File: src/rtl/const_burst_pkg.sv
// Shared definitions for the constant-sample burst generator.
// Settings offsets, command bits and FSM encoding.
package const_burst_pkg;

  localparam int unsigned OFF_VALUE = 0;
  localparam int unsigned OFF_LEN   = 1;
  localparam int unsigned OFF_NPKT  = 2;
  localparam int unsigned OFF_CMD   = 3;

  localparam int unsigned CMD_START = 0;
  localparam int unsigned CMD_STOP  = 1;

  typedef enum logic [1:0] {
    IDLE     = 2'd0,
    RUN      = 2'd1,
    STOPPING = 2'd2
  } state_t;

endpackage

File: src/rtl/const_burst_regs.sv
// Settings-bus decode: VALUE/LEN/NPKT registers and
// same-cycle start/stop pulses from CMD writes.
module const_burst_regs
  import const_burst_pkg::*;
#(
  parameter int WIDTH   = 32,
  parameter int SR_BASE = 0
) (
  input  logic             clk,
  input  logic             reset,
  input  logic             set_stb,
  input  logic [7:0]       set_addr,
  input  logic [31:0]      set_data,
  output logic [WIDTH-1:0] value,
  output logic [15:0]      len,
  output logic [15:0]      npkt,
  output logic             start,
  output logic             stop
);

  localparam logic [7:0] A_VALUE = 8'(SR_BASE + OFF_VALUE);
  localparam logic [7:0] A_LEN   = 8'(SR_BASE + OFF_LEN);
  localparam logic [7:0] A_NPKT  = 8'(SR_BASE + OFF_NPKT);
  localparam logic [7:0] A_CMD   = 8'(SR_BASE + OFF_CMD);

  logic is_cmd;

  always_ff @(posedge clk) begin
    if (reset) begin
      value <= '0;
      len   <= '0;
      npkt  <= '0;
    end else if (set_stb) begin
      unique case (1'b1)
        (set_addr == A_VALUE): value <= set_data[WIDTH-1:0];
        (set_addr == A_LEN):   len   <= set_data[15:0];
        (set_addr == A_NPKT):  npkt  <= set_data[15:0];
        default: ;
      endcase
    end
  end

  // Stop wins when both command bits are set.
  assign is_cmd = set_stb && (set_addr == A_CMD);
  assign stop   = is_cmd && set_data[CMD_STOP];
  assign start  = is_cmd && set_data[CMD_START]
                         && !set_data[CMD_STOP];

endmodule

File: src/rtl/const_burst_ctrl.sv
// Constant-sample packet generator: streams the active VALUE
// in LEN-sample packets, NPKT times or until stopped.
module const_burst_ctrl
  import const_burst_pkg::*;
#(
  parameter int WIDTH   = 32,
  parameter int SR_BASE = 0
) (
  input  logic             clk,
  input  logic             reset,
  input  logic             set_stb,
  input  logic [7:0]       set_addr,
  input  logic [31:0]      set_data,
  output logic [WIDTH-1:0] o_tdata,
  output logic             o_tlast,
  output logic             o_tvalid,
  input  logic             o_tready,
  output logic             busy,
  output logic [15:0]      pkt_count
);

  logic [WIDTH-1:0] value;
  logic [15:0]      len;
  logic [15:0]      npkt;
  logic             start;
  logic             stop;

  const_burst_regs #(
    .WIDTH  (WIDTH),
    .SR_BASE(SR_BASE)
  ) u_regs (
    .clk     (clk),
    .reset   (reset),
    .set_stb (set_stb),
    .set_addr(set_addr),
    .set_data(set_data),
    .value   (value),
    .len     (len),
    .npkt    (npkt),
    .start   (start),
    .stop    (stop)
  );

  state_t           state;
  state_t           state_nxt;
  logic [WIDTH-1:0] act_val;
  logic [15:0]      act_len;
  logic [15:0]      cnt;
  logic             start_ok;
  logic             last;
  logic             xfer;
  logic             pkt_done;
  logic             end_run;

  assign start_ok = start && (len != 16'd0);
  assign last     = (cnt == act_len - 16'd1);
  assign xfer     = o_tvalid && o_tready;
  assign pkt_done = xfer && last;
  // Evaluated against the count after this packet and the LEN about to reload.
  assign end_run  = ((npkt != 16'd0) && (pkt_count + 16'd1 == npkt))
                 || (len == 16'd0);

  always_ff @(posedge clk) begin
    if (reset) state <= IDLE;
    else       state <= state_nxt;
  end

  always_comb begin
    state_nxt = state;
    unique case (state)
      IDLE: if (start_ok) state_nxt = RUN;
      RUN: begin
        if (pkt_done && (end_run || stop)) state_nxt = IDLE;
        else if (stop)                     state_nxt = STOPPING;
      end
      STOPPING: if (pkt_done) state_nxt = IDLE;
      default: state_nxt = IDLE;
    endcase
  end

  always_ff @(posedge clk) begin
    if (reset) begin
      act_val   <= '0;
      act_len   <= '0;
      cnt       <= '0;
      pkt_count <= '0;
    end else if ((state == IDLE) && start_ok) begin
      act_val   <= value;
      act_len   <= len;
      cnt       <= '0;
      pkt_count <= '0;
    end else if (pkt_done) begin
      act_val   <= value;
      act_len   <= len;
      cnt       <= '0;
      pkt_count <= pkt_count + 16'd1;
    end else if (xfer) begin
      cnt <= cnt + 16'd1;
    end
  end

  always_comb begin
    o_tvalid = (state != IDLE);
    busy     = (state != IDLE);
    o_tlast  = (state != IDLE) && last;
    o_tdata  = act_val;
  end

endmodule
File: config.mk
export PLATFORM = sky130hd
export DESIGN_NAME = const_burst_ctrl
export DESIGN_NICKNAME = d
export VERILOG_FILES = /design/src/rtl/const_burst_pkg.sv /design/src/rtl/const_burst_regs.sv /design/src/rtl/const_burst_ctrl.sv
export SDC_FILE = /design/constraint.sdc
export NUM_CORES = 1
export LEC_CHECK = 0
export CAP_MARGIN = 20
export CORE_ASPECT_RATIO = 2
export CORE_MARGIN = 5
export CORE_UTILIZATION = 60
export DETAILED_ROUTE_END_ITERATION = 7
export GPL_ROUTABILITY_DRIVEN = 1
export GPL_TIMING_DRIVEN = 0
export PLACE_DENSITY = 0.87
export SETUP_SLACK_MARGIN = 0.2
export SYNTH_ARGS = -nofsm -noshare
export SYNTH_HDL_FRONTEND = slang
export SYNTH_SLANG_ARGS = --single-unit
File: constraint.sdc
create_clock -name clk -period 6.06 [get_ports clk]
set_clock_uncertainty 0.15 [all_clocks]
set_input_delay 1.515 -clock clk [delete_from_list [all_inputs] [get_ports clk]]
set_output_delay 1.515 -clock clk [all_outputs]
set_load 0.02 [all_outputs]
==> metrics.md <==
| Metric | Value |
|---|---|
| CTS Hold Buffers Added | 0 |
| Ant. Diodes | 0 |
| DPL Wire Length | ~14,000 µm |
| Row cnt | 56 |
| Drt pass-1 iters | 7 |
| Finished Layout Cells | 1,141 |
| CTS tree | built |
| Initial DRC Count | ~370 |
| Crit. End Element | primary output |
| Sequential fraction of the synthesis area | 0.4060 |
| Number of synthesized flops with an enable pin | 0 |
| Yosys warning count | 0 |
| Area Overhead vs Synth | 23.83% |
| Worst path required time | around 4400 ps |
| Initial core utilization | 0.6116 |
| Leakage | roughly 3.4 nW |
| Worst setup SP type | flop |
| Die H | between 150 and 200 µm |
| Final setup viols | 0 |
| Port Buffers | 94 |
| Cells after Synth | just under 900 |
| PD cells | approximately 240 nW/µm² |
| Vias per inst | just under 6 |
| Run status | finished clean |
| GPL Wtd Cong | 0.9050 |
| Number of max-cap violations | 0 |
| Filler cell count | about 800 |
| Synth area leaders | dfxtp_1 41%, nand2b_1 8.9%, nand2_1 8.7% |
| Nets | between 1,000 and 1,500 |
| DRC viols | 0 |
| Final hold vios | 0 |
| Clk Latency, worst-skew pair | roughly 420 ps |
| Syn avg cell area | approximately 8.3 µm² |
| Largest net degree at the start of global routing | 17 |
| Clk sink count | between 100 and 150 |
| Num ports | 95 |
| CTS Buf Count | 17 |
| Final worst-path cycle share | 0.8581 |
| Rel. slew slack | 0.3775 |
| Setup Buffers After CTS | 0 |
| Dpl cells | roughly 1,100 |
| Global Route Usage Sum | 0.2750 |
| CP Class | flop to primary output |
| Routed len/inst | 17.02 µm |
| Slew Limit Fails | 0 |
| Clock transition at path regs | 70 ps |
| Max clock buf depth | 2 |
| Synth Register Bits | 146 |
| CTS resizes | 0 |
| First-pass GRT wire length | slightly above 30,000 µm |
| Synth area leader | dfxtp_1 |
| Mapped Area | 7199 µm² |
| Number of global-route vias before repair | ~6,400 |
| Main synth FF type | dfxtp_1 |
| Actual slew at the worst max-slew pin | 925.3 ps |
| Crit path DAT | around 3500 ps |
| Global route total overflow | 0 |
| Netlist cell types | 53 |
| Largest fanout on the critical path | 9 |
| VDD IR-drop max | between 0.0002 and 0.0003 V |
| Fin Setup TNS | 0 ps |
| Synth async-reset ratio | 0 |
| RSZ-0062 raised after global routing | false |
| Final ANT Viol Nets | 0 |
| Hold crit path type | flop to flop |
| Die area | between 10,000 and 15,000 µm² |
| Final min period | about 5200 ps |
| Share of post-route cells with drive strength above 1 | 0.05723 |
| H-tree depth | 4 |
| Most common cell after layout, fill and taps aside | nand2_1 |
| Most frequent cells in the layout | 166 x nand2_1, 146 x dfxtp_1, 102 x nand2b_1 |
| Syn nets | 917 |
| Die X | 87.46 µm |
| Share of the synthesized area in the top cell type | 0.4060 |
| Root Buffer | clkbuf_16 |
| Initial antenna violation count | 0 |
| Routed vias | between 6,000 and 7,000 |
| Fmax achieved | around 0.19 GHz |
| Final wirelength | roughly 20,000 µm |
| Core area | between 10,000 and 15,000 µm² |
==> cell usage after synthesis, types with 2 or more instances <==
library cell  instances
nand2_1             166
dfxtp_1             146
nand2b_1            102
a21oi_1              76
mux2i_1              59
clkbuf_1             42
nor2_1               41
xnor2_1              29
xor2_1               24
nand4_1              20
nor4_1               18
nor3_1               16
nand3_1              11
nand4b_1             10
or3_1                 9
inv_1                 8
o21ai_0               8
and3_1                7
nor2b_1               7
buf_6                 6
or4_1                 5
a21o_1                4
buf_2                 4
buf_4                 4
o41ai_1               4
or2_2                 4
a211oi_1              3
a31oi_1               3
and2_1                3
ha_1                  3
a221oi_1              2
and4_1                2
nor4b_1               2
o211ai_1              2
o21a_1                2
==> power by group <==
group	switching, mW	internal [mW]
Clock	0.468	0.597
Sequential	0.000449	0.960
Combinational	0.0388	0.0397
Total	0.507	1.60
==> final timing paths <==
kind                    startpoint          endpoint  slack [ps]  cells past startpoint
setup / recovery        act_len[0]           o_tlast         860                      9
setup reg to reg        act_len[0]            cnt[5]        2630                     13
hold reg to reg   u_regs.value[21]  u_regs.value[21]         300                      2
hold / removal    u_regs.value[21]  u_regs.value[21]         300                      2
==> final cells by class <==
cell class	count	area, µm²	area share
Clock inverter	14	153.9	0.01726
Inverter	8	30.03	0.003368
Tap cell	145	181.4	0.02035
Sequential cell	146	2923	0.3279
Buffer	57	279.0	0.03130
Multi-Input combinational cell	659	3968	0.4451
Clock buffer	18	439.2	0.04926
Timing Repair Buffer	94	940.9	0.1055
==> state kept, by name (all words and copies together) (netlist names) <==
| register | flops |
|---|---|
| u_regs.len | 16 |
| u_regs.value | 32 |
| state | 2 |
| pkt_count | 16 |
| cnt | 16 |
| act_len | 16 |
| u_regs.npkt | 16 |
| o_tdata | 32 |
==> cell families after synthesis <==
logic type	Yosys count	share of synthesized area
AOI/OAI and AO/OA	115	0.09298
xor gates and xnor gates	53	0.06448
adders and majority gates	3	0.005214
buffers and inverters	65	0.04293
DFF	146	0.4060
muxes	59	0.08203
and+or+nand+nor	429	0.3064
==> metrics by stage <==
step | total power [mW] | utilization | area [µm²] | setup WS (ps) | hold WS, ps
3_3_place_gp | 1.059 | 0.7070 | 8322 | 1293 | 288.6
2_1_floorplan | 1.011 | - | 7199 | 1971 | 282.3
3_5_place_dp | 1.059 | 0.7070 | 8322 | 1282 | 294.3
6_report | 2.104 | 0.7573 | 8915 | 859.8 | 302.1
4_1_cts | 2.103 | 0.7573 | 8915 | 832.7 | 304.0
5_1_grt | 2.154 | 0.7573 | 8915 | 649.2 | 325.4
==> metal layers <==
layer | routed length (µm) | GRT usage
met1 | 6938 | 0.2781
met5 | 0 | 0
met2 | 10520 | 0.5082
met4 | 926 | 0.1425
met3 | 1036 | 0.06191
==> worst max-delay path: stages (launching register included) <==
cell	delay, ps
dfxtp_1	350
inv_1	90
ha_1	130
buf_2	190
or4b_4	520
or4_1	500
a211oi_2	250
nor4bb_1	280
and3_1	200
clkdlybuf4s50_1	600
(Power assumes the default switching activity.)
